File: config.mk
export PLATFORM = sky130hd
export DESIGN_NAME = pattern_player_ctrl
export DESIGN_NICKNAME = d
export VERILOG_FILES = /design/src/rtl/pattern_player_ctrl.sv
export SDC_FILE = /design/constraint.sdc
export NUM_CORES = 1
export LEC_CHECK = 0
export CAP_MARGIN = 40
export CORE_MARGIN = 2
export CORE_UTILIZATION = 43
export CTS_CLUSTER_SIZE = 28
export DETAILED_ROUTE_END_ITERATION = 8
export GPL_TIMING_DRIVEN = 0
export PLACE_DENSITY_LB_ADDON = 0.08
export SYNTH_ARGS = -nofsm -noshare
export SYNTH_HDL_FRONTEND = slang
export SYNTH_SLANG_ARGS = --single-unit
export TNS_END_PERCENT = 20
File: constraint.sdc
create_clock -name clock -period 1.6 [get_ports clock]
set_clock_uncertainty 0.1 [all_clocks]
set_input_delay 0.32 -clock clock [delete_from_list [all_inputs] [get_ports clock]]
set_output_delay 0.32 -clock clock [all_outputs]
set_load 0.01 [all_outputs]
File: src/rtl/pattern_player_ctrl.sv
// Pattern player controller: shifts a captured bit pattern out LSB-first, one bit per timer step.
// Optional `PATTERN_PLAYER_LOOP_EN: replay the pattern continuously, pulsing done on each wrap.
module pattern_player_ctrl #(
  parameter int unsigned WIDTH = 10
) (
  input  logic             clock,
  input  logic             reset_n,
  input  logic             strobe,
  input  logic             start,
  input  logic             abort,
  input  logic [WIDTH-1:0] pattern,
  input  logic             match,
  output logic             step,
  output logic             bit_out,
  output logic             busy,
  output logic             done,
  output logic [3:0]       bit_index,
  output logic [7:0]       match_count
);

  localparam logic [1:0] StIdle = 2'd0;
  localparam logic [1:0] StRun  = 2'd1;
  localparam logic [1:0] StDone = 2'd2;

  logic [1:0]       state_q, state_d;
  logic [WIDTH-1:0] play_q, play_d;
  logic [3:0]       idx_q, idx_d;
  logic [7:0]       cnt_q, cnt_d;
  logic             last_step;

`ifdef PATTERN_PLAYER_LOOP_EN
  logic [WIDTH-1:0] copy_q, copy_d;
  logic             wrap_q, wrap_d;
`endif

  // Abort wins over a coincident strobe, so no step is issued on the abort cycle.
  assign step      = strobe & (state_q == StRun) & ~abort;
  assign last_step = (idx_q == 4'(WIDTH - 1));

  always_comb begin
    state_d = state_q;
    play_d  = play_q;
    idx_d   = idx_q;
    cnt_d   = cnt_q;
`ifdef PATTERN_PLAYER_LOOP_EN
    copy_d  = copy_q;
    wrap_d  = 1'b0;
`endif
    unique case (state_q)
      StIdle, StDone: begin
        if (start) begin
          play_d  = pattern;
          idx_d   = 4'd0;
          cnt_d   = 8'd0;
          state_d = StRun;
`ifdef PATTERN_PLAYER_LOOP_EN
          copy_d  = pattern;
`endif
        end
      end
      StRun: begin
        if (abort) begin
          state_d = StIdle;
        end else if (strobe) begin
          play_d = play_q >> 1;
          idx_d  = idx_q + 4'd1;
          if (match && (cnt_q != 8'hFF)) begin
            cnt_d = cnt_q + 8'd1;
          end
          if (last_step) begin
`ifdef PATTERN_PLAYER_LOOP_EN
            play_d = copy_q;
            idx_d  = 4'd0;
            wrap_d = 1'b1;
`else
            state_d = StDone;
`endif
          end
        end
      end
      default: state_d = StIdle;
    endcase
  end

  always_ff @(posedge clock or negedge reset_n) begin
    if (!reset_n) begin
      state_q <= StIdle;
      play_q  <= '0;
      idx_q   <= 4'd0;
      cnt_q   <= 8'd0;
    end else begin
      state_q <= state_d;
      play_q  <= play_d;
      idx_q   <= idx_d;
      cnt_q   <= cnt_d;
    end
  end

`ifdef PATTERN_PLAYER_LOOP_EN
  always_ff @(posedge clock or negedge reset_n) begin
    if (!reset_n) begin
      copy_q <= '0;
      wrap_q <= 1'b0;
    end else begin
      copy_q <= copy_d;
      wrap_q <= wrap_d;
    end
  end

  assign done = wrap_q;
`else
  assign done = (state_q == StDone);
`endif

  assign bit_out     = play_q[0];
  assign busy        = (state_q == StRun);
  assign bit_index   = idx_q;
  assign match_count = cnt_q;

endmodule

==> flow_summary.yaml <==
setup_path:
  endpoint_kind: "flop"
  crit_required_ps: 1730
  r2r_cells: 8
  cp_max_fo: 5
  crit_type: "reg2reg"
  crit_arrival_ps: 1790
  r2r-end: "match_count[5]$_DFFE_PN0P_"
  r2r_slack_ps: -60
  path_depth: 8
  worstSetupStartpoint: "state_q[1]$_DFFE_PN0P_"
  worstSetupStartpointType: "flop"
  reg2reg_from: "state_q[1]$_DFFE_PN0P_"
  worstPathCellList: "nand2b_4 -> inv_8 -> nand3b_4 -> clkinv_4 -> buf_6 -> o311ai_4 -> a22o_1 -> a21o_1"
  cp_slowest_cell: "dfrtp_1"
  path_buf_inv: 3
  critical-path-top-delay-family: "compound AO/OA/AOI/OAI gates"
  endpoint: "match_count[5]$_DFFE_PN0P_"
  slowest_delay_ps: 410
synthesis:
  synth_top_cell_by_area: "dfrtp_1"
  avgSynthCellArea_sq_um: 10.2
  ys_warn_count: 0
  synth_commonest_cells: "24 x dfrtp_1, 23 x nand2_1, 10 x o21ai_0"
  synth_fp_nets: 139
  synthFlopType: "dfrtp_1"
  ys_ff_latch: 24
  synth_edf_count: 0
  yosysMostFrequentCell: "dfrtp_1"
  netlist_area_sq_um: 1220
  ys_async_sr_fraction_pct: 100
  synthTopCellsByArea: "dfrtp_1 49%, mux2i_1 7.4%, nand2_1 7.1%, o21ai_0 4.1%, ha_1 3.1%"
  post-synth-top-area-fraction_pct: 49.2
  yosysUniqueCellTypes: 33
  syn_inst: 120
  ys_seq_area_share_pct: 49.2
global_routing:
  track_usage_pct: 18.8
  grt_max_degree: 18
  antenna_found_initial: 0
  grt_first_pass_wirelength_um: 4690
  grt_pass1_vias: 1041
  overflow: 0
power_and_ir_drop:
  combPwrFrac_pct: 32.2
  ir_drop_mv: 0.676
  p_per_area_nw_per_um2: 896
  p_int_mw: 1.14
  swShare_pct: 31.2
  power_frac_seq_pct: 48.2
  leakagePower_nw: 0.913
  p_clk_share_pct: 19.6
  power.switching_mw: 0.514
timing:
  setup_viol: 4
  setup_slack_ps: -64.1
  maxSlewHeadroom_pct: 69.0
  rsz0062_at_grt: "yes"
  fmax_mhz: 601
  fin_crit_sh_pct: 104
  finalHoldViolations: 0
  finalCriticalPeriod_ps: 1660
  slew_viol_final: 0
  worst_pin_slew_ps: 463
  whs_ps: 198
routing:
  drtIter0Drc: 37
  drt_pass1_iterations: 4
  ant_nets: 0
  wl_met3_um: 124
  top_layer_used: "met4"
  detail_route.wl_per_cell_um: 13.6
  drc: 0
  drt-met1-wl_um: 1140
  vias: 1090
  met2_length_um: 1530
  vias_per_cell: 5.27
  wirelength_um: 2820
final_layout:
  final_net_count: 196
  syn2layout_area_growth_pct: 51.0
  final_area_sq_um: 1840
  drive_above_1_share_pct: 25.6
  num_antenna_cells: 0
  stdcell_count: 207
die:
  coreArea_sq_um: 2730
  dieHeight_um: 57.3
  die_area_sq_um: 3280
  start_util_pct: 44.6
  die_w_um: 57.3
  pin_count: 32
  rows: 19
placed_design:
  port_buffers: 31
  place_area_sq_um: 1600
  dp.cells: 183
  place_ws_ps: -439
  globalplace.congestion: 0.701
  hpwl_um: 1920
status:
  violations: "negative setup slack"
  outcome: "complete, but fails checks"
job:
  max_cap_viol_count: 0
clocking:
  clockBufferDepth: 2
  clk_pin_slew_ps: 140
  clock-root-buffer: "clkbuf_4"
  h-tree-depth: 1
  numCtsBuffers: 3
  insertion_delay_ps: 320
  cts_tree: "built"
  cts_sinks: 24
min_path:
  hold_class: "in2async"
-- flip-flops by register name (all words and copies together) (netlist names) --
| name | flops |
|---|---|
| match_count | 8 |
| play_q | 10 |
| state_q | 2 |
| bit_index | 4 |
-- logic make-up (layout without fill, tap and decap cells) --
kind of cell	Yosys count	after routing	synth area share (%)
simple gates	43	43	18.3
compound gates	32	32	17.6
flops	24	24	49.2
mux	9	9	7.38
buf+inv	7	63	2.97
fa+ha+maj	3	3	3.08
xor+xnor	2	2	1.44
-- layout by cell type (no fill, tap or decap), types with 4 or more instances in the layout --
master           netlist  final
a31oi_1                4      4
dlygate4sd2_1          0     13
nor2_1                 5      5
o21ai_1                6      7
mux2i_1                9      9
nand2_1               23     22
o21ai_0               10      9
clkdlybuf4s50_1        0     15
dfrtp_1               24     21
buf_6                  0      4
nand3_1                4      4
buf_4                  0     19
-- cell type report --
type	instances	area, sq um
tap	31	38.8
timing repair buffer	52	473
buffer	2	26.3
sequential	24	604
inverter	5	31.3
fill	230	892
multi-input combinational	89	632
clock buffer	4	36.3
-- worst min-delay path by stage --
| stage | depth (start not counted) | slack, ps | to |
|---|---|---|---|
| floorplan | 0 | -80 | bit_index[0]$_DFFE_PN0P_ |
| global placement | 2 | 370 | play_q[2]$_DFFE_PN0P_ |
| detailed placement | 2 | 380 | play_q[8]$_DFFE_PN0P_ |
| CTS | 1 | 210 | state_q[1]$_DFFE_PN0P_ |
| global route | 1 | 210 | state_q[1]$_DFFE_PN0P_ |
| finish | 1 | 200 | state_q[1]$_DFFE_PN0P_ |
-- metal layers --
layer	up-vias	track usage (%)
met2	24	35.1
met5	-	0
met4	0	3.65
met1	522	21.5
met3	2	4.99
li1	542	-
-- timing repair --
item	CTS	global route
pin swaps	2	3
setup endpoints to repair	33	22
gates cloned	0	0
hold buffers	0	0
buffers inserted	19	1
endpoints found under the hold margin	0	0
resized for setup	38	6
-- power by group through the flow --
stage	sequential (mW)	clock [mW]	combinational [mW]
floorplan	0.825	0	0.230
global placement	0.817	0	0.435
detailed placement	0.824	0	0.451
CTS	0.796	0.332	0.529
global route	0.812	0.361	0.589
finish	0.795	0.323	0.531
-- stage by stage --
step / TNS (ps) / util [%] / power (mW)
final: -215 / 67.4 / 1.65
after global placement: -11220 / 57.6 / 1.25
after floorplan: -12.8 / - / 1.05
after global routing: -717 / 67.4 / 1.76
after CTS: -272 / 66.8 / 1.66
after detailed placement: -6760 / 58.6 / 1.28
Power figures use the tool's default switching activity.
